`config.mk`:
```
export PLATFORM = sky130hd
export DESIGN_NAME = vga_vtim_meas
export DESIGN_NICKNAME = d
export VERILOG_FILES = /design/src/rtl/vga_vtim_meas.sv
export SDC_FILE = /design/constraint.sdc
export NUM_CORES = 1
export LEC_CHECK = 0
export CORE_MARGIN = 3
export CORE_UTILIZATION = 53
export DETAILED_ROUTE_END_ITERATION = 8
export PLACE_DENSITY_LB_ADDON = 0.3
export SLEW_MARGIN = 20
export SYNTH_ARGS = -nofsm -noshare
export SYNTH_HDL_FRONTEND = slang
export SYNTH_SLANG_ARGS = --single-unit
```
`constraint.sdc`:
```
create_clock -name clk -period 3.3 [get_ports clk]
set_clock_uncertainty 0.1 [all_clocks]
set_input_delay 0.66 -clock clk [delete_from_list [all_inputs] [get_ports clk]]
set_output_delay 0.66 -clock clk [all_outputs]
set_load 0.02 [all_outputs]
```
`src/rtl/vga_vtim_meas.sv`:
```
// vga_vtim_meas: recovers sync duration, gate delay, gate length and total
// length from an observed Sync/Gate pair on one video axis. Each value is
// reported as N-1, matching the programming format of the timing generator.
module vga_vtim_meas #(
    parameter logic SYNC_POL = 1'b1,
    parameter logic GATE_POL = 1'b1
) (
    input  logic        clk,
    input  logic        rst,
    input  logic        ena,
    input  logic        Sync,
    input  logic        Gate,
    output logic [7:0]  Tsync,
    output logic [7:0]  Tgdel,
    output logic [15:0] Tgate,
    output logic [15:0] Tlen,
    output logic        Valid,
    output logic        Stable,
    output logic        Err
);

    typedef enum logic [2:0] {
        IDLE = 3'd0,
        SYNC = 3'd1,
        GDEL = 3'd2,
        GATE = 3'd3,
        TAIL = 3'd4
    } state_t;

    // Saturating increment for the short (sync / gate delay) counters.
    function automatic logic [8:0] inc9(input logic [8:0] c);
        if (c == 9'h1FF) begin
            return c;
        end else begin
            return c + 9'd1;
        end
    endfunction

    // Saturating increment for the long (gate / total) counters.
    function automatic logic [16:0] inc17(input logic [16:0] c);
        if (c == 17'h1FFFF) begin
            return c;
        end else begin
            return c + 17'd1;
        end
    endfunction

    // N-1 field; an empty count or one that does not fit reports all-ones.
    function automatic logic [7:0] fld8(input logic [8:0] n);
        if ((n == 9'd0) || (n > 9'd256)) begin
            return 8'hFF;
        end else begin
            return 8'(n - 9'd1);
        end
    endfunction

    function automatic logic [15:0] fld16(input logic [16:0] n);
        if ((n == 17'd0) || (n > 17'd65536)) begin
            return 16'hFFFF;
        end else begin
            return 16'(n - 17'd1);
        end
    endfunction

    state_t      state_q, state_d;
    logic        sp_q, sp_d;
    logic [8:0]  ns_q, ns_d;
    logic [8:0]  nd_q, nd_d;
    logic [16:0] ng_q, ng_d;
    logic [16:0] nl_q, nl_d;
    logic        err_q, err_d;
    logic        have_prev_q, have_prev_d;
    logic [7:0]  tsync_q, tsync_d;
    logic [7:0]  tgdel_q, tgdel_d;
    logic [15:0] tgate_q, tgate_d;
    logic [15:0] tlen_q, tlen_d;
    logic        valid_q, valid_d;
    logic        stable_q, stable_d;
    logic        err_o_q, err_o_d;

    logic        s_s, g_s, start_s, ovf_s, frame_err_s, same_s;
    logic [7:0]  tsync_n_s, tgdel_n_s;
    logic [15:0] tgate_n_s, tlen_n_s;

    assign s_s     = Sync ^ ~SYNC_POL;
    assign g_s     = Gate ^ ~GATE_POL;
    assign start_s = s_s & ~sp_q;

    assign ovf_s = (ns_q > 9'd256) | (nd_q > 9'd256) |
                   (ng_q > 17'd65536) | (nl_q > 17'd65536);
    // A frame ending while still in SYNC or GDEL never showed its gate.
    assign frame_err_s = err_q | ovf_s | (state_q == SYNC) | (state_q == GDEL);

    assign tsync_n_s = fld8(ns_q);
    assign tgdel_n_s = fld8(nd_q);
    assign tgate_n_s = fld16(ng_q);
    assign tlen_n_s  = fld16(nl_q);
    assign same_s    = ({tsync_n_s, tgdel_n_s, tgate_n_s, tlen_n_s} ==
                        {tsync_q, tgdel_q, tgate_q, tlen_q});

    // Next-state logic: phase tracking, counting, and latching at frame start.
    always_comb begin
        state_d     = state_q;
        sp_d        = sp_q;
        ns_d        = ns_q;
        nd_d        = nd_q;
        ng_d        = ng_q;
        nl_d        = nl_q;
        err_d       = err_q;
        have_prev_d = have_prev_q;
        tsync_d     = tsync_q;
        tgdel_d     = tgdel_q;
        tgate_d     = tgate_q;
        tlen_d      = tlen_q;
        valid_d     = 1'b0;
        stable_d    = stable_q;
        err_o_d     = err_o_q;
        if (ena) begin
            sp_d = s_s;
            if (start_s) begin
                if (state_q != IDLE) begin
                    tsync_d     = tsync_n_s;
                    tgdel_d     = tgdel_n_s;
                    tgate_d     = tgate_n_s;
                    tlen_d      = tlen_n_s;
                    err_o_d     = frame_err_s;
                    valid_d     = 1'b1;
                    stable_d    = have_prev_q & same_s & ~frame_err_s & ~err_o_q;
                    have_prev_d = 1'b1;
                end else begin
                    have_prev_d = have_prev_q;
                end
                // The start sample itself is the first sync sample.
                ns_d    = 9'd1;
                nd_d    = 9'd0;
                ng_d    = 17'd0;
                nl_d    = 17'd1;
                err_d   = g_s;
                state_d = SYNC;
            end else begin
                if (state_q != IDLE) begin
                    nl_d = inc17(nl_q);
                end else begin
                    nl_d = nl_q;
                end
                case (state_q)
                    IDLE: begin
                        state_d = IDLE;
                    end
                    SYNC: begin
                        if (s_s) begin
                            ns_d = inc9(ns_q);
                            if (g_s) begin
                                err_d = 1'b1;
                            end else begin
                                err_d = err_q;
                            end
                        end else if (g_s) begin
                            // Sync fall coincides with gate rise: zero delay.
                            err_d   = 1'b1;
                            ng_d    = inc17(ng_q);
                            state_d = GATE;
                        end else begin
                            nd_d    = inc9(nd_q);
                            state_d = GDEL;
                        end
                    end
                    GDEL: begin
                        if (g_s) begin
                            ng_d    = inc17(ng_q);
                            state_d = GATE;
                        end else begin
                            nd_d = inc9(nd_q);
                        end
                    end
                    GATE: begin
                        if (g_s) begin
                            ng_d = inc17(ng_q);
                        end else begin
                            state_d = TAIL;
                        end
                    end
                    TAIL: begin
                        state_d = TAIL;
                    end
                    default: begin
                        state_d = IDLE;
                    end
                endcase
            end
        end else begin
            sp_d = sp_q;
        end
    end

    // State and output registers with synchronous reset.
    always_ff @(posedge clk) begin
        if (rst) begin
            state_q     <= IDLE;
            sp_q        <= 1'b1;
            ns_q        <= 9'd0;
            nd_q        <= 9'd0;
            ng_q        <= 17'd0;
            nl_q        <= 17'd0;
            err_q       <= 1'b0;
            have_prev_q <= 1'b0;
            tsync_q     <= 8'd0;
            tgdel_q     <= 8'd0;
            tgate_q     <= 16'd0;
            tlen_q      <= 16'd0;
            valid_q     <= 1'b0;
            stable_q    <= 1'b0;
            err_o_q     <= 1'b0;
        end else begin
            state_q     <= state_d;
            sp_q        <= sp_d;
            ns_q        <= ns_d;
            nd_q        <= nd_d;
            ng_q        <= ng_d;
            nl_q        <= nl_d;
            err_q       <= err_d;
            have_prev_q <= have_prev_d;
            tsync_q     <= tsync_d;
            tgdel_q     <= tgdel_d;
            tgate_q     <= tgate_d;
            tlen_q      <= tlen_d;
            valid_q     <= valid_d;
            stable_q    <= stable_d;
            err_o_q     <= err_o_d;
        end
    end

    assign Tsync  = tsync_q;
    assign Tgdel  = tgdel_q;
    assign Tgate  = tgate_q;
    assign Tlen   = tlen_q;
    assign Valid  = valid_q;
    assign Stable = stable_q;
    assign Err    = err_o_q;

endmodule

```
**After elaboration in Yosys (flattened, before gate mapping)**

Index checks and enable logic that the tools add are counted.

- Register bits after elaboration: 109
- Output and inout port bits: 51
- Word-level logic and storage cells: 111

- $add $sub $neg: 8
- $lt $le $gt $ge: 4
- Equal/unequal tests: 14
- Mux-type cells: 31
- Bitwise logic cells: 15
- Reduce and logical (&&, ||, !) cells: 24

Operators by type and width:

| kind | count |
|---|---|
| $mux W17 | 7 |
| $mux W9 | 8 |
| $eq A48 B48 Y1 | 1 |
| $add A17 B1 Y17 const B | 2 |
| $eq A17 B17 Y1 const B | 2 |
| $gt A17 B17 Y1 const B | 2 |
| $logic_not A17 Y1 | 2 |
| $pmux W17 S2 | 1 |
| $mux W16 | 2 |
| $sub A16 B1 Y16 const B | 2 |
| $add A9 B1 Y9 const B | 2 |
| $eq A9 B9 Y1 const B | 2 |
| $gt A9 B9 Y1 const B | 2 |
| $logic_not A9 Y1 | 2 |
| $pmux W9 S2 | 1 |
| $mux W8 | 2 |
| $sub A8 B1 Y8 const B | 2 |
| $reduce_and A3 Y1 | 5 |
| $mux W3 | 4 |
| $pmux W3 S4 | 1 |
| $ne A3 B3 Y1 const B | 3 |
| $reduce_bool A3 Y1 | 3 |
| $reduce_and A4 Y1 | 2 |
| $reduce_bool A2 Y1 | 4 |
| 11 further kinds | 32 |

**Depth between registers and ports, before layout**

- Depth in word-level cells: 10
- Gate-level depth with buffers: 14
- Gate-level depth less buffers: 13

**Least setup slack after synthesis**

OpenSTA, ideal clock, no wires.

- Path type: flip-flop to flip-flop
- Start point: reg nl_q[8]
- End point: reg stable_q, in the netlist Stable
- Setup time: 0.069 ns
- Arrival: 3.079 ns
- Path slack: 0.053 ns
- Cell stages (with the launch flop): 14
- Buffers on the path: 4
- Cells stage by stage: dfxtp_1 buf_6 or4_4 buf_6 nor3_4 nand4b_1 ha_1 clkbuf_1 clkbuf_1 o311ai_0 xor2_1 nor4_1 nand4_1 o21ai_1

- Word-level cells in the longest chain between the ends: 8

Ends and longest elaborated chain:

| element | line | source |
|---|---|---|
| from (decl) | 70 | `logic [16:0] nl_q, nl_d;` |
| from (signal assigned) | 220 | `nl_q <= nl_d;` |
| branches (longest 6 deep; another with $gt A17 B17 Y1) | n/a |  |
| $and A1 B1 Y1 (*) (2 in series) | 128 | `stable_d = have_prev_q & same_s & ~frame_err_s & ~err_o_q;` |
| to (signal assigned) | 228 | `stable_q <= stable_d;` |
| to (decl) | 78 | `logic stable_q, stable_d;` |

Mark *: on every way between the ends.
A chain may end at the register's enable or synchronous reset.

**Final worst setup path**

Ends and elaborated chain as after synthesis.

==> out/metrics.csv <==
stage;metric;value;unit
min_path;hold_path_startpoint;have_prev_q;
setup_path;r2r_setup_slack;0.16;ns
setup_path;start_kind;flip-flop;
yosys;synth-async-reset-ratio;0;%
setup_path;reg2reg_depth;11;
yosys;synth_area;6510;um^2
global_route;grt-ovfl-total;0;
floorplanning;fp.coreArea;11700;um^2
routing;via_count;6240;
routing;drt_iter0_drc;505;
cells_and_area;antenna_cells;0;
global_route;grt.total_usage;25.8;%
cells_and_area;final_cells;1021;
timing;finalSetupTns;0;ns
placement;place_area;7260;um^2
min_path;worst_hold_path.endpoint;have_prev_q;
cells_and_area;layout_common_cells;124 x nor2_1, 109 x dfxtp_1, 54 x clkdlybuf4s50_1, 53 x nand2_1, 38 x nand3_1;
timing;finalCritPeriodShare;95.0;%
yosys;synth_cells;836;
timing;worst_slew_pin_slew;0.725;ns
power;internal-power;2.13;mW
routing;route.detailed.drc;0;
floorplanning;start_util;55.6;%
floorplanning;dieArea;13700;um^2
setup_path;cp.arrival;3.33;ns
power;total_leakage_power;2.73;nW
setup_path;required;3.50;ns
min_path;worstHoldPathCells;2;
floorplanning;rows;39;
timing;whs;0.369;ns
clock_tree;cts_max_level;3;
cells_and_area;mostFrequentLayoutCell;nor2_1;
placement;gp_congestion;0.908;
placement;place_inst;1005;
job;cap_violations;0;
cells_and_area;final_layout_size_suffix_gt1_share;8.88;%
yosys;avgSynthCellArea;7.79;um^2
routing;routed_wl;17.3;mm
global_route;grt_max_degree;38;
placement;dp_hpwl;12.7;mm
clock_tree;clkTransAtPathRegs;0.07;ns
yosys;ys_seq_area_share;33.5;%
floorplanning;die_w;117;um
timing;slew-limit-headroom;51.2;%
setup_path;endpoint_kind;flip-flop;
cells_and_area;fillerInstances;998;
clock_tree;clockBufferDepth;2;
power;ir_drop;0.000243;V
yosys;synth_edf_count;0;
timing;hold_violations;0;
yosys;ys_dominant_reg_cell;dfxtp_1;
cells_and_area;fin_nets;898;
timing;drv_slew;0;
power;power.switching_fraction;25.4;%
power;switchingPower;724;uW
timing;max_freq;319;MHz
yosys;synth_seq_cells;109;
yosys;ys_types;68;
clock_tree;cts.sinks;109;
floorplanning;io-pin-count;56;
power;p_comb_share;11.8;%
global_route;grt_pass1_wl;28.0;mm
global_route;grt_pass1_vias;5757;
timing;setup_viol;0;
timing;post-route-min-period;3.14;ns
routing;drtAntennaViolNets;0;
clock_tree;cts_buffers;9;
run_status;status;completed;
routing;routed_via_density;6.11;
clock_tree;clk_latency;0.36;ns
setup_path;rr_endpoint;Stable;
yosys;syn_nets;861;
global_route;antenna_found_initial;0;
routing;wl_per_cell;17.0;um
setup_path;path_max_fanout;10;
clock_tree;cts_hold_buffers;0;
cells_and_area;fin_area;7600;um^2
clock_tree;root_buffer;clkbuf_16;
min_path;min_path_type;reg2reg;
cells_and_area;syn_to_final_growth;16.8;%
timing;grt_setup_unrepaired;false;
power;power_frac_clock;40.7;%
yosys;yosys_warnings;0;
setup_path;r2r-start;nl_q[8];
clock_tree;cts_tree;built;
setup_path;timing_worst_setup_path_type;reg2reg;
routing;drt_first_pass_iters;7;
floorplanning;die_h;117;um
power;seq_power_share;47.6;%
placement;port_buffers;55;
power;powerDensity;376;nW/um^2
## per-layer routing
metal	track usage, %	wire length, um	vias to the layer above
met5	0	0	-
met4	10.6	468	0
met3	4.06	1140	40
met2	42.2	8230	216
met1	34.2	7500	2930
li1	-	-	3054
## worst max path at each step
stage	startpoint	slack, ns	cells after the start	endpoint
after CTS	ng_q[8]	0.04	11	Stable
final	nl_q[8]	0.16	11	Stable
after global routing	ng_q[8]	0.01	12	Stable
after detailed placement	ng_q[8]	0.05	11	Stable
after floorplan	nl_q[8]	0.05	13	Stable
after global placement	ng_q[8]	0.12	11	Stable
## flip-flops by register name, summed over array words and instances, names as in the netlist, 3 cells and up
register and cells:
ng_q 17, nl_q 17, Tgate 16, Tlen 16, nd_q 9, ns_q 9
Tgdel 8, Tsync 8, state_q 3
## synth_stat cells, types with 3 or more instances
master / n / area [um^2]
nand4b_1: 4 / 35.0
buf_2: 3 / 15.0
nand3_1: 38 / 190
dfxtp_1: 109 / 2180
inv_1: 22 / 82.6
nand2b_1: 16 / 100
or4_1: 11 / 82.6
a21o_1: 3 / 22.5
a31o_2: 4 / 35.0
nand2_1: 53 / 199
mux2i_1: 9 / 90.1
nor4b_1: 3 / 26.3
o21ai_0: 30 / 150
o31ai_1: 10 / 75.1
or3_1: 19 / 119
a21oi_1: 34 / 170
or2_2: 3 / 18.8
and3_1: 10 / 62.6
and4_1: 5 / 43.8
a31oi_1: 14 / 87.6
nand4_1: 23 / 144
clkbuf_1: 58 / 218
nor2_1: 125 / 469
a211oi_1: 22 / 165
xnor2_1: 36 / 315
ha_1: 20 / 250
nor3b_1: 6 / 45.0
a21boi_0: 3 / 22.5
nor4_1: 18 / 113
a311oi_1: 7 / 61.3
xor2_1: 36 / 315
nor2b_1: 5 / 31.3
a32oi_1: 3 / 26.3
nand3b_1: 5 / 37.5
nor3_1: 29 / 145
## per-stage QoR
stage          util, %  power, mW  worst slack, ns
2_1_floorplan        -       1.61           0.0525
3_3_place_gp      62.0       1.70            0.120
3_5_place_dp      62.0       1.71           0.0543
4_1_cts           64.6       2.86           0.0363
5_1_grt           64.9       2.95           0.0149
6_report          64.9       2.86            0.164
## critical path, cell delays in order (launching register included)
cell,delay (ns)
dfxtp_1,0.32
or4_4,0.59
nor3_4,0.20
nand4b_1,0.12
ha_2,0.45
nand2_1,0.10
mux2_2,0.27
o22ai_1,0.10
a32oi_1,0.11
nor4_2,0.41
nand4_1,0.17
o21ai_1,0.14
## repair_timing
action / CTS / global route
endpoints found under the setup margin: 0 / 15
setup buffers: 0 / 0
gates resized for setup: 0 / 8
## cells by family (layout without fill, tap and decap cells)
logic type      count (synthesis)  in the layout  synth area share, %
compound gates                148            148                 14.9
xor+xnor                       72             72                 9.68
fa+ha+maj                      20             20                 3.84
buf+inv                        88            130                 5.44
flops                         109            109                 33.5
mux                            10             10                 1.56
simple gates                  389            389                 31.1
## power by group through the flow
stage	combinational, mW	sequential (mW)	clock [mW]
2_1_floorplan	0.225	1.39	0
3_3_place_gp	0.316	1.39	0
3_5_place_dp	0.327	1.39	0
4_1_cts	0.328	1.36	1.17
5_1_grt	0.367	1.36	1.23
6_report	0.337	1.36	1.16
## layout make-up
type | count | area [um^2] | share of cell area, %
Clock buffer | 12 | 236 | 3.11
Multi-Input combinational cell | 639 | 4010 | 52.8
Sequential cell | 109 | 2180 | 28.7
Clock inverter | 4 | 72.6 | 0.955
Tap cell | 143 | 179 | 2.35
Inverter | 22 | 82.6 | 1.09
Timing Repair Buffer | 92 | 836 | 11.0
Power figures use the tool's default switching activity.
